[config.mk]
export PLATFORM = sky130hd
export DESIGN_NAME = fetch_unit
export DESIGN_NICKNAME = d
export VERILOG_FILES = /design/src/rtl/fetch_unit.sv
export SDC_FILE = /design/constraint.sdc
export NUM_CORES = 1
export LEC_CHECK = 0
export ABC_CLOCK_PERIOD_IN_PS = 5300
export CORE_MARGIN = 8
export CORE_UTILIZATION = 49
export CTS_CLUSTER_DIAMETER = 80
export CTS_CLUSTER_SIZE = 25
export DETAILED_ROUTE_END_ITERATION = 8
export PLACE_DENSITY = 0.8
export RECOVER_POWER = 50
export SYNTH_ARGS = -nofsm -noshare
export SYNTH_HDL_FRONTEND = slang
export SYNTH_SLANG_ARGS = --single-unit
export TNS_END_PERCENT = 100
[constraint.sdc]
create_clock -name clk -period 5.3 [get_ports clk]
set_clock_uncertainty 0.15 [all_clocks]
set_input_delay 0.795 -clock clk [delete_from_list [all_inputs] [get_ports clk]]
set_output_delay 0.795 -clock clk [all_outputs]
set_load 0.02 [all_outputs]
[src/rtl/fetch_unit.sv]
// Instruction fetch stage: issues one outstanding imem request at a time, buffers
// a response that arrives while decode is stalled, and discards responses made stale by a redirect.
module fetch_unit #(
  parameter logic [31:0] RESET_PC = 32'h00000000,
  parameter logic [31:0] NOP_INST = 32'h00000013
) (
  input  logic        clk,
  input  logic        rst,
  input  logic        stall,
  input  logic        jal_flush,
  input  logic        branch_flush,
  input  logic [31:0] jal_target,
  input  logic [31:0] branch_target,
  output logic        imem_req,
  output logic [31:0] imem_addr,
  input  logic        imem_gnt,
  input  logic        imem_rvalid,
  input  logic [31:0] imem_rdata,
  output logic [31:0] inst,
  output logic [31:0] pc
);

  typedef enum logic [1:0] {
    S_REQ  = 2'd0,
    S_WAIT = 2'd1,
    S_HOLD = 2'd2,
    S_DROP = 2'd3
  } state_t;

  state_t      state_q, state_d;
  logic [31:0] fetch_pc_q, fetch_pc_d;
  logic [31:0] req_pc_q, req_pc_d;
  logic [31:0] hold_inst_q, hold_inst_d;
  logic [31:0] hold_pc_q, hold_pc_d;
  logic [31:0] inst_q, inst_d;
  logic [31:0] pc_q, pc_d;

  logic        flush;
  logic [31:0] redirect_pc;
  logic        grant;

  assign flush       = jal_flush | branch_flush;
  // The branch comes from an older instruction than the jal, so it wins.
  assign redirect_pc = branch_flush ? branch_target : jal_target;

  assign imem_req  = (state_q == S_REQ) && !rst;
  assign imem_addr = fetch_pc_q;
  assign grant     = imem_req && imem_gnt;
  assign inst      = inst_q;
  assign pc        = pc_q;

  always_comb begin
    state_d     = state_q;
    fetch_pc_d  = fetch_pc_q;
    req_pc_d    = req_pc_q;
    hold_inst_d = hold_inst_q;
    hold_pc_d   = hold_pc_q;
    inst_d      = inst_q;
    pc_d        = pc_q;

    unique case (state_q)
      S_REQ: begin
        if (grant) begin
          req_pc_d   = fetch_pc_q;
          fetch_pc_d = fetch_pc_q + 32'd4;
          // A request granted alongside a redirect fetches the wrong path.
          state_d    = flush ? S_DROP : S_WAIT;
        end
      end
      S_WAIT: begin
        if (imem_rvalid) begin
          if (!flush && stall) begin
            hold_inst_d = imem_rdata;
            hold_pc_d   = req_pc_q;
            state_d     = S_HOLD;
          end else begin
            state_d = S_REQ;
          end
        end else if (flush) begin
          state_d = S_DROP;
        end
      end
      S_HOLD: begin
        if (flush || !stall) state_d = S_REQ;
      end
      S_DROP: begin
        if (imem_rvalid) state_d = S_REQ;
      end
      default: state_d = S_REQ;
    endcase

    if (flush) begin
      inst_d     = NOP_INST;
      pc_d       = redirect_pc;
      fetch_pc_d = redirect_pc;
    end else if (!stall) begin
      if (state_q == S_HOLD) begin
        inst_d = hold_inst_q;
        pc_d   = hold_pc_q;
      end else if (state_q == S_WAIT && imem_rvalid) begin
        inst_d = imem_rdata;
        pc_d   = req_pc_q;
      end else begin
        inst_d = NOP_INST;
      end
    end
  end

  always_ff @(posedge clk) begin
    if (rst) begin
      state_q    <= S_REQ;
      fetch_pc_q <= RESET_PC;
      inst_q     <= NOP_INST;
      pc_q       <= RESET_PC;
    end else begin
      state_q    <= state_d;
      fetch_pc_q <= fetch_pc_d;
      inst_q     <= inst_d;
      pc_q       <= pc_d;
    end
  end

  // Request PC and stall buffer are qualified by the state, so they need no reset.
  always_ff @(posedge clk) begin
    req_pc_q    <= req_pc_d;
    hold_inst_q <= hold_inst_d;
    hold_pc_q   <= hold_pc_d;
  end

endmodule

==> impl_metrics.tcl <==
set metrics [dict create \
    placed_cells 1126 \
    grt_use_total_pct 22.5 \
    firstDrtPassIters 6 \
    synth_edf_count 96 \
    holdWs_ns 0.298 \
    tritoncts "built" \
    layout-drive-gt1-share_pct 6.26 \
    required_ns 5.51 \
    synth_seq_cells 194 \
    drc 0 \
    overflow 0 \
    ys_types 55 \
    gp_congestion 0.829 \
    wl_per_cell_um 20.2 \
    cts_hold_buf 0 \
    avgSynthCellArea_um2 10.5 \
    syn_inst 758 \
    r2r-start "state_q[0]" \
    final_cell_mix "nand2_1 (107), dlygate4sd3_1 (104), dfxtp_1 (98), edfxtp_1 (96), clkdlybuf4s50_1 (93)" \
    tightest_slew_ns 1.40 \
    cts_setup_buffers 0 \
    hold_viol_final 0 \
    powerDensity_mw_per_mm2 329 \
    arrival_ns 3.83 \
    cts_buffers 17 \
    clk_latency_ns 0.44 \
    num_rows 46 \
    leakagePower_uw 0.00378 \
    grt_pass1_vias 6621 \
    async_flop_share_pct 0 \
    crit_fanout 35 \
    die_area_mm2 0.0207 \
    synth-seq-area-share_pct 60.6 \
    clk_pin_slew_ns 0.07 \
    die_x_um 144 \
    syn2layout_area_growth_pct 33.8 \
    antenna_found_initial 0 \
    crit_start "branch_flush" \
    finalNonFillerCells 1158 \
    yosysWarnings 0 \
    period_share_pct 68.4 \
    start_util_pct 50.2 \
    fin_tns_setup_ns 0 \
    max_slew_margin_pct 6.69 \
    timing.fmax_mhz 276 \
    rsz0062_at_grt "false" \
    synthFlopType "dfxtp_1" \
    wl_um 23400 \
    critPathKind "input port to register" \
    setup_violations 0 \
    cts.repair.resized 0 \
    synth_area_mm2 0.00800 \
    num_vias 6847 \
    grt_max_degree 69 \
    ioPinCount 200 \
    syn_nets 862 \
    cts_buffer_depth 2 \
    slew_violations 0 \
    cts_max_level 4 \
    irDropWorstVdd_mv 0.257 \
    numClockSinks 194 \
    worstHoldStart "pc[6]" \
    nets 1033 \
    final_common_cell "nand2_1" \
    hpwlAfterDp_um 15900 \
    grt_pass1_wl_um 36000 \
    status "finished, final reports clean" \
    port_buffers 199 \
    final_antenna_net_count 0 \
    drt_iter0_markers 531 \
    via_per_inst 5.91 \
    end_kind "register" \
    cp-start-kind "input port" \
    cts_root_buf "clkbuf_16" \
    antenna_cells 0 \
    die-height_um 144 \
    min_path_type "register to register" \
    period_minus_slack_ns 3.62 \
    p_total_uw 3520 \
    core_area_mm2 0.0159 \
    maxCapViolCount 0 \
]
-- final cells by class --
type	instances	area (um2)
fillers	1277	5240
flip-flops and latches	194	4840
multi-input cells	502	2920
repair buffers	210	2060
clock buffers	19	454
well taps	216	270
clock inverters	13	136
inverters	4	15.0
-- sequential cells by signal, summed over array words and instances (netlist names) --
register     cells
pc              32
state_q          2
imem_addr       32
hold_inst_q     32
inst            32
req_pc_q        32
hold_pc_q       32
-- synthesized netlist by cell type, drive strengths merged (3+ instances only) --
| cell type | number | area, um2 |
|---|---|---|
| mux2i | 3 | 30.0 |
| inv | 4 | 15.0 |
| edfxtp | 96 | 2880 |
| dfxtp | 98 | 1960 |
| o211ai | 3 | 22.5 |
| a311o | 29 | 290 |
| clkbuf | 44 | 165 |
| xor2 | 13 | 114 |
| nor4 | 5 | 67.6 |
| nand2 | 107 | 402 |
| a21oi | 75 | 375 |
| a211oi | 20 | 170 |
| nand2b | 3 | 18.8 |
| nor2 | 83 | 312 |
| o21ai | 3 | 15.0 |
| nor3 | 18 | 90.1 |
| or3 | 4 | 25.0 |
| o22ai | 32 | 200 |
| xnor2 | 5 | 43.8 |
| a22oi | 30 | 225 |
| nand4 | 15 | 93.8 |
| buf | 14 | 72.6 |
| nor2b | 3 | 18.8 |
| nand3 | 15 | 75.1 |
-- stage by stage --
stage | cell area (um2) | setup slack (ns) | util (%)
6_report | 10700 | 1.68 | 67.1
5_1_grt | 10700 | 1.50 | 67.1
4_1_cts | 10700 | 2.06 | 67.2
3_5_place_dp | 10100 | 1.62 | 63.5
3_3_place_gp | 10100 | 1.77 | 63.5
2_1_floorplan | 8000 | 1.22 | -
-- routing by layer --
metal | wire length [um] | part of all wire (%) | global-route usage (%)
met2 | 11000 | 47 | 35.6
met1 | 9620 | 41 | 28.9
met3 | 2330 | 9.9 | 7.33
met5 | 0 | 0 | 0
met4 | 452 | 1.9 | 6.64
-- cell families after synthesis --
kind of cell,share of synthesized area [%]
xor+xnor,1.97
flops,60.6
mux,0.657
compound gates,18.2
simple gates,15.2
fa+ha+maj,0.156
buf+inv,3.16
-- worst paths after layout --
kind,depth (start not counted),endpoint,slack (ns)
max,6,pc[19],1.68
min,2,pc[6],0.30
max reg2reg,6,imem_addr[5],2.52
min reg2reg,2,pc[6],0.30
-- critical path, stage by stage --
cell and delay [ns]:
dlygate4sd3_1 0.82, or2_0 0.99, nor2_4 0.33, buf_4 0.36
a311o_1 0.36, a21oi_1 0.15
-- where the power goes --
| part | total (uW) | internal [uW] | switching (uW) |
|---|---|---|---|
| Clock | 1300 | 694 | 603 |
| Sequential | 1710 | 1640 | 64.6 |
| Combinational | 513 | 227 | 285 |
| Total | 3520 | 2560 | 953 |
Power figures use the tool's default switching activity.
